===== config.mk =====
export PLATFORM = sky130hd
export DESIGN_NAME = multi_timer
export DESIGN_NICKNAME = d
export VERILOG_FILES = /design/src/rtl/timer_pkg.sv /design/src/rtl/tick_prescaler.sv /design/src/rtl/multi_timer.sv
export SDC_FILE = /design/constraint.sdc
export NUM_CORES = 1
export LEC_CHECK = 0
export ABC_AREA = 1
export CAP_MARGIN = 5
export CORE_UTILIZATION = 41
export CTS_CLUSTER_DIAMETER = 30
export DETAILED_ROUTE_END_ITERATION = 8
export DONT_BUFFER_PORTS = 1
export GPL_TIMING_DRIVEN = 1
export PLACE_DENSITY = 0.56
export SYNTH_ARGS = -nofsm -noshare
export SYNTH_HDL_FRONTEND = slang
export SYNTH_HIERARCHICAL = 1
export SYNTH_SLANG_ARGS = --single-unit

===== constraint.sdc =====
create_clock -name clk_104mhz -period 2.47 [get_ports clk_104mhz]
set_input_delay 0.3705 -clock clk_104mhz [delete_from_list [all_inputs] [get_ports clk_104mhz]]
set_output_delay 0.3705 -clock clk_104mhz [all_outputs]
set_load 0.1 [all_outputs]

===== src/rtl/timer_pkg.sv =====
// Shared types for the multi-channel countdown timer.
//   timer_state_t  - per-channel run state
//   channel_reg_t  - per-channel register record (count, reload, mode, state)
package timer_pkg;

  // Width of the count/reload fields in the channel record.
  localparam int unsigned TMR_COUNT_W = 4;

  typedef enum logic [1:0] {
    T_IDLE   = 2'd0,
    T_RUN    = 2'd1,
    T_PAUSED = 2'd2
  } timer_state_t;

  typedef struct packed {
    logic [TMR_COUNT_W-1:0] count;
    logic [TMR_COUNT_W-1:0] reload;
    logic                   mode;   // 1: periodic auto-reload, 0: one-shot
    timer_state_t           state;
  } channel_reg_t;

  localparam channel_reg_t CHANNEL_RESET = '{
    count:  '0,
    reload: '0,
    mode:   1'b0,
    state:  T_IDLE
  };

endpackage


===== src/rtl/tick_prescaler.sv =====
// Free-running tick prescaler shared by all timer channels.
//   clk_104mhz in  system clock
//   reset      in  asynchronous active-high reset
//   tick_c     out one-cycle pulse every TICK_DIV cycles (decoded from the counter)
module tick_prescaler #(
  parameter int unsigned TICK_DIV = 52_000_000
) (
  input  logic clk_104mhz,
  input  logic reset,
  output logic tick_c
);

  localparam int unsigned DIV_W = $clog2(TICK_DIV);
  localparam logic [DIV_W-1:0] DIV_LAST = DIV_W'(TICK_DIV - 1);

  logic [DIV_W-1:0] div_q;

  // Counts 0..TICK_DIV-1 and wraps; never restarted by channel activity.
  always_ff @(posedge clk_104mhz or posedge reset) begin
    if (reset) begin
      div_q <= '0;
    end else if (div_q == DIV_LAST) begin
      div_q <= '0;
    end else begin
      div_q <= div_q + DIV_W'(1);
    end
  end

  assign tick_c = (div_q == DIV_LAST);

endmodule


===== src/rtl/multi_timer.sv =====
// Multi-channel countdown timer with one shared tick prescaler.
//   clk_104mhz    in  system clock
//   reset         in  asynchronous active-high reset
//   start         in  per-channel load+run strobe
//   abort         in  per-channel cancel strobe
//   pause         in  per-channel freeze level
//   periodic      in  per-channel mode, sampled at start
//   value         in  per-channel load values, channel i at [i*COUNT_W +: COUNT_W]
//   countdown_out out per-channel current count, same packing
//   expired       out per-channel one-cycle pulse on reaching 0
//   done          out per-channel sticky completion flag
//   busy          out per-channel running or paused
//   irq           out OR of expired, one cycle later
module multi_timer
  import timer_pkg::*;
#(
  parameter int unsigned NUM_CH   = 4,
  parameter int unsigned COUNT_W  = TMR_COUNT_W,
  parameter int unsigned TICK_DIV = 52_000_000
) (
  input  logic                      clk_104mhz,
  input  logic                      reset,
  input  logic [NUM_CH-1:0]         start,
  input  logic [NUM_CH-1:0]         abort,
  input  logic [NUM_CH-1:0]         pause,
  input  logic [NUM_CH-1:0]         periodic,
  input  logic [NUM_CH*COUNT_W-1:0] value,
  output logic [NUM_CH*COUNT_W-1:0] countdown_out,
  output logic [NUM_CH-1:0]         expired,
  output logic [NUM_CH-1:0]         done,
  output logic [NUM_CH-1:0]         busy,
  output logic                      irq
);

  logic tick_c;
  logic irq_q;

  tick_prescaler #(
    .TICK_DIV (TICK_DIV)
  ) u_prescaler (
    .clk_104mhz (clk_104mhz),
    .reset      (reset),
    .tick_c     (tick_c)
  );

  for (genvar i = 0; i < NUM_CH; i++) begin : g_ch
    channel_reg_t       ch_q, ch_d;
    logic               exp_q, exp_d;
    logic               done_q, done_d;
    logic               busy_q, busy_d;
    logic [COUNT_W-1:0] load_val;

    assign load_val = value[i*COUNT_W +: COUNT_W];

    // Channel register bank.
    always_ff @(posedge clk_104mhz or posedge reset) begin
      if (reset) begin
        ch_q   <= CHANNEL_RESET;
        exp_q  <= 1'b0;
        done_q <= 1'b0;
        busy_q <= 1'b0;
      end else begin
        ch_q   <= ch_d;
        exp_q  <= exp_d;
        done_q <= done_d;
        busy_q <= busy_d;
      end
    end

    // Next-state: start > abort > pause > tick.
    always_comb begin
      ch_d   = ch_q;
      exp_d  = 1'b0;
      done_d = done_q;

      if (start[i]) begin
        ch_d.reload = load_val;
        ch_d.mode   = periodic[i];
        if (load_val == '0) begin
          // Zero load expires immediately without ever running.
          ch_d.state = T_IDLE;
          ch_d.count = '0;
          exp_d      = 1'b1;
          done_d     = 1'b1;
        end else begin
          ch_d.state = T_RUN;
          ch_d.count = load_val;
          done_d     = 1'b0;
        end
      end else if (abort[i]) begin
        ch_d.state = T_IDLE;
        ch_d.count = '0;
        done_d     = 1'b0;
      end else begin
        unique case (ch_q.state)
          T_RUN: begin
            if (pause[i]) begin
              ch_d.state = T_PAUSED;
            end else if (tick_c) begin
              if (ch_q.count > COUNT_W'(1)) begin
                ch_d.count = ch_q.count - COUNT_W'(1);
              end else begin
                exp_d  = 1'b1;
                done_d = 1'b1;
                if (ch_q.mode) begin
                  ch_d.count = ch_q.reload;
                end else begin
                  ch_d.state = T_IDLE;
                  ch_d.count = '0;
                end
              end
            end
          end
          T_PAUSED: begin
            // Resume cycle ignores any coincident tick; count stays held.
            if (!pause[i]) begin
              ch_d.state = T_RUN;
            end
          end
          default: begin
            ch_d.state = T_IDLE;
          end
        endcase
      end

      busy_d = (ch_d.state != T_IDLE);
    end

    assign countdown_out[i*COUNT_W +: COUNT_W] = ch_q.count;
    assign expired[i] = exp_q;
    assign done[i]    = done_q;
    assign busy[i]    = busy_q;
  end

  // Aggregate interrupt, one cycle behind the expired pulses.
  always_ff @(posedge clk_104mhz or posedge reset) begin
    if (reset) begin
      irq_q <= 1'b0;
    end else begin
      irq_q <= |expired;
    end
  end

  assign irq = irq_q;

endmodule


# Word level (Yosys, flattened, before mapping)
# Cells that the tools add are included.
# op_classes
addsub	5
n_mul	0
div	0
n_lt_le_gt_ge	4
n_eq_ne	17
shift	0
n_mux	121
bitwise_logic	0
reduce_logical	25
# op_table
op	n
2-to-1 mux 4 bit	32
2-to-1 mux 1 bit	56
2-to-1 mux 2 bit	28
adder 26 x 1 -> 26 bit, second input constant	1
== test 26 bit, second input constant	1
2-to-1 mux 26 bit	1
inequality test 3 bit, second input constant	8
nonzero test 3 bit	8
> comparator 4 x 1 -> 1 bit, second input constant	4
zero test 4 bit	4
one-hot mux 2 bit (2 select lines)	4
AND reduction 4 bit	4
subtractor 4 x 1 -> 4 bit, second input constant	4
AND reduction 3 bit	4
== test 2 x 1 -> 1 bit, second input constant	4
== test 2 bit, second input constant	4
nonzero test 2 bit	4
OR reduction 4 bit	1
# word_totals
reg_bits	83
latchBits	0
mem_bits_rw	0
mem_bits_ro	0
in_bits	34
out_inout_bits	29
word_cells	202
mem_count	0

# Longest topological paths before layout
# depth
word_depth	8
mapped_depth	16

# Modules after synthesis
# Netlist, hierarchy kept.
# modules_own_cells
module	instances	cells_each	area_each_um2	seq_area_each_um2
multi_timer	1	472	3502.1	1426.4
tick_prescaler	1	230	1614.0	650.6

# Worst setup path before layout
# No wires, ideal clock.
# synth_path
kind	reg2reg
start	register u_prescaler.div_q[0]
end	register g_ch[1].busy_q
arrival_time_ps	1934
required_time_ps	2348
setup_slack_ps	414
path_stages_with_launch	15
synth_period_minus_slack_ps	2056
cell_sequence	dfrtp_1 > ha_1 > nand2_2 > nor2_4 > nand2_4 > inv_2 > nand2_1 > nor3_1 > inv_1 > nor2_1 > nand3_1 > nand2_1 > nand2_1 > a21oi_1 > nand2_1
# synth_between
elab_chain_len	7
# synth_lines
item	line_no	source
start, declared	tick_prescaler.sv:16	logic [DIV_W-1:0] div_q;
start signal, assigned	tick_prescaler.sv:25	div_q <= div_q + DIV_W'(1);
== test 26 bit	tick_prescaler.sv:29	assign tick_c = (div_q == DIV_LAST);
via tick_c	multi_timer.sv:35	logic tick_c;
2-to-1 mux 2 bit	multi_timer.sv:99	end else if (tick_c) begin
2-to-1 mux 2 bit	multi_timer.sv:97	if (pause[i]) begin
one-hot mux 2 bit (2 select lines)	multi_timer.sv:95	unique case (ch_q.state)
2-to-1 mux 2 bit	multi_timer.sv:90	end else if (abort[i]) begin
2-to-1 mux 2 bit	multi_timer.sv:76	if (start[i]) begin
nonzero test 2 bit	multi_timer.sv:126	busy_d = (ch_d.state != T_IDLE);
via g_ch[1].busy_d	multi_timer.sv:50	logic busy_q, busy_d;
end signal, assigned	multi_timer.sv:66	busy_q <= busy_d;
end, declared	multi_timer.sv:50	
# The timed path passes the listed nets, and every way through them passes these cells.
# A chain may end at the register's enable or synchronous reset.

# Final worst setup path
# layout_path
start	register u_prescaler.div_q[1]
end	register g_ch[1].busy_q
# The elaborated chain is that of the path after synthesis.

==> summary.txt <==
GRT
  – Via count of the first global-routing pass: between 4000 and 5000
  – Total grt overflow: 0
  – First-pass GRT wire length: 19100 um
  – Largest net degree at the start of global routing: 27
  – Initial antenna violation count: 0
  – Tot GR Track Use: 0.188

Die
  – Io pins: 63
  – Horiz. Die Dim: about 110 um
  – Die area: 0.0129 mm2
  – Starting density of the core: 0.422
  – Core area: about 0.012 mm2
  – Core Rows: 40
  – Die height: approximately 110 um

Setup path
  – CP max FO: 5
  – Startpoint Class: flip-flop
  – Most frequent CP cell: nand2_1
  – Slowest Stage Delay on Critical Path: 0.39 ns
  – CP Cell Sequence: ha_1, nand2_2, nor2_4, nand2_4, inv_2, nand2_1, nor3_2, buf_4, inv_1, nor2_1, nand3_1, nand2_1, nand2_1, a21oi_1, nand2_1
  – Setup crit end kind: flip-flop
  – Critical-path top delay cell: dfrtp_1
  – Critical path type: flip-flop to flip-flop
  – Worst EP arrival: 2.39 ns
  – CP Data Required Time: 2.69 ns

Timing
  – Final min period: 2.17 ns
  – # setup viols final: 0
  – Peak Freq: 0.461 GHz
  – Clock Skew: ~0.0074 ns
  – Slew Viols, Final: 0
  – Period utilisation layout: 0.878
  – Worst Tran Pin Value: between 0.9 and 1 ns
  – Final Hold Fails: 0
  – Slew margin rel.: 0.385
  – Unrepaired setup endpoints after global routing: no
  – Setup TNS: 0 ns

Synthesis
  – Avg Cell Area, Syn: 7.29 um2
  – Netlist Area Pre-Place: 0.00512 mm2
  – Proportion of synthesized area in mux cells: 0
  – Post-synthesis sequential area ratio: 0.406
  – Simple logic cell fraction of the synthesized area: 0.347
  – Cells after synthesis: 702
  – Number of synthesized register bits: 83
  – Synth cell types: 35
  – Largest family of logic cells by synthesized area: simple AND/OR/NAND/NOR gates
  – Syn. warnings: 6
  – Post-Synth XOR/XNOR Area: 0.0257
  – Syn_nets: 754
  – Post-Synth Adder-Cell Area: 0.0440
  – Synth Area in Compound Gates: 0.0626

Routing
  – Pre-antenna DRT Iters: 4
  – Via count: 4180
  – Average wire per standard cell: 12.7 um
  – WL final: 11200 um
  – Detail Route Antenna Nets: 0
  – Vias per Instance: ~4.8
  – DR iter-0 viols: 191
  – Drc violations: 0

Cells and area
  – Fin area: about 0.0056 mm2
  – Final std cells w/o fill: ~900
  – Util after Layout: 0.460
  – Fraction of layout cells with a size suffix above 1: 0.0997
  – Final nets: roughly 760
  – Number of diodes: 0
  – P&R area growth vs syn: 8.90%

CTS
  – TritonCTS clock tree: yes
  – Root buf cell: clkbuf_16
  – Latest clock arrival within the worst-skew pair: 0.34 ns
  – CTS sink count: 83
  – Reg clk slew, reported paths: 0.06 ns
  – CTS max path bufs: 2
  – TritonCTS buffer count: 9
  – H-Tree Depth: 3

Placement
  – IO buf count: 0
  – HPWL after detailed placement: 8620 um
  – Routability cong.: 0.866
  – Placed cells: around 860
  – Post-DP Area: 0.00526 mm2

Flow run
  – Max Cap Viol: 0

Outcome
  – Outcome: finished, final reports clean

Pwr
  – PwrDens: 660 mW/mm2
  – Leak: 2.86 nW
  – Peak VDD IR: 0.431 mV

Worst hold path
  – Hold Crit Class: input port to flip-flop
==> stage by stage <==
stage               hold slack [ns]  total power, mW  setup slack, ns
floorplan                     0.411             2.28            0.414
global placement              0.287             2.36            0.350
detailed placement            0.296             2.37            0.250
CTS                           0.126             3.72            0.222
global route                  0.133             3.86           0.0266
finish                        0.135             3.67            0.301
==> cell usage in the layout (no fill, tap or decap), types with 2 or more instances in the layout <==
master	n
clkbuf_16	9
a22oi_1	3
nor2_2	9
inv_1	85
or2_1	2
nand4_1	2
xor2_1	7
dfrtp_1	83
o21ai_0	19
inv_2	4
a31oi_1	4
o211ai_1	2
nand3b_1	5
a21oi_1	23
ha_1	18
nand2_4	3
xnor2_1	8
nand2_2	4
nand2_1	222
nor2_4	6
clkbuf_1	3
nor2_1	86
buf_4	26
nor3_1	8
nand3_1	55
==> layout make-up <==
cell class / instances / area, um2
fill: 1266 / 6540
multi-input combinational: 497 / 2460
sequential: 83 / 2080
inverter: 89 / 334
clock buffer: 12 / 236
tap: 168 / 210
timing repair buffer: 27 / 205
clock inverter: 4 / 51.3
==> metal layers <==
layer / vias to the layer above / part of all wire / GRT usage
met5: - / 0 / 0
met4: 0 / 0.017 / 0.0702
met3: 14 / 0.046 / 0.0499
met2: 79 / 0.46 / 0.298
met1: 1919 / 0.48 / 0.248
li1: 2168 / - / -
==> registers in the layout, summed over array words and instances (netlist names) <==
signal             count
g_ch.ch_q             28
g_ch.busy_q            4
g_ch.exp_q             4
g_ch.done_q            4
countdown_out         16
irq                    1
u_prescaler/div_q     26
==> report_power, final <==
part,internal [mW],switching (mW)
Combinational,0.200,0.584
Clock,0.785,0.546
Sequential,1.44,0.122
Total,2.42,1.25
==> cell families after synthesis <==
group / count (synthesis)
xor gates and xnor gates: 15
adders and majority gates: 18
buffers and inverters: 122
AOI/OAI and AO/OA: 56
and+or+nand+nor: 408
DFF: 83
==> Yosys cell counts <==
library cell,count,area share
nand2_1,222,0.16
inv_1,86,0.063
nor2_1,86,0.063
dfrtp_1,83,0.41
nand3_1,55,0.054
buf_4,30,0.044
a21oi_1,23,0.022
o21ai_0,19,0.019
ha_1,18,0.044
nor2_2,9,0.011
nor3_1,9,0.0088
xnor2_1,8,0.014
xor2_1,7,0.012
nor2_4,6,0.013
nand3b_1,5,0.0073
a31oi_1,4,0.0049
nand2_2,4,0.0049
a22oi_1,3,0.0044
inv_2,3,0.0022
nand2_4,3,0.0066
buf_6,2,0.0044
nand4_1,2,0.0024
o211ai_1,2,0.0029
or2_1,2,0.0024
a41oi_1,1,0.0017
and2_1,1,0.0012
buf_2,1,0.00098
nand3b_2,1,0.0022
nor2_8,1,0.0039
o21ai_2,1,0.0017
o21ai_4,1,0.0032
o21bai_1,1,0.0015
o22ai_1,1,0.0012
or2_4,1,0.0017
or4_1,1,0.0015
==> repair_timing <==
| action | in CTS | in global routing |
|---|---|---|
| hold buffers | 1 | 0 |
| setup buffers | 0 | 1 |
| resized for setup | 0 | 1 |
| endpoints found under the hold margin | 44 | 0 |
| setup endpoints to repair | 0 | 5 |
==> final timing paths <==
check / startpoint / end / slack [ns] / cells past startpoint
worst max-delay path: u_prescaler/div_q[1] / g_ch[1].busy_q / 0.30 / 15
max in group asynchronous: reset / g_ch[1].done_q / 1.26 / 3
worst max register to register: u_prescaler/div_q[1] / g_ch[1].busy_q / 0.30 / 15
worst min-delay path: start[1] / g_ch[1].ch_q[2] / 0.13 / 2
min in group asynchronous: reset / g_ch[2].ch_q[4] / 0.51 / 2
worst min register to register: g_ch[0].ch_q[5] / g_ch[0].ch_q[5] / 0.47 / 2
==> worst max-delay path, delay by kind of cell, from the launching register on <==
| family | cells | cell delay, ns |
|---|---|---|
| fa+ha+maj | 1 | 0.21 |
| flops | 1 | 0.39 |
| buf+inv | 3 | 0.34 |
| simple gates | 10 | 0.97 |
| compound gates | 1 | 0.16 |
Note: power is estimated with default switching activity, not from simulation.
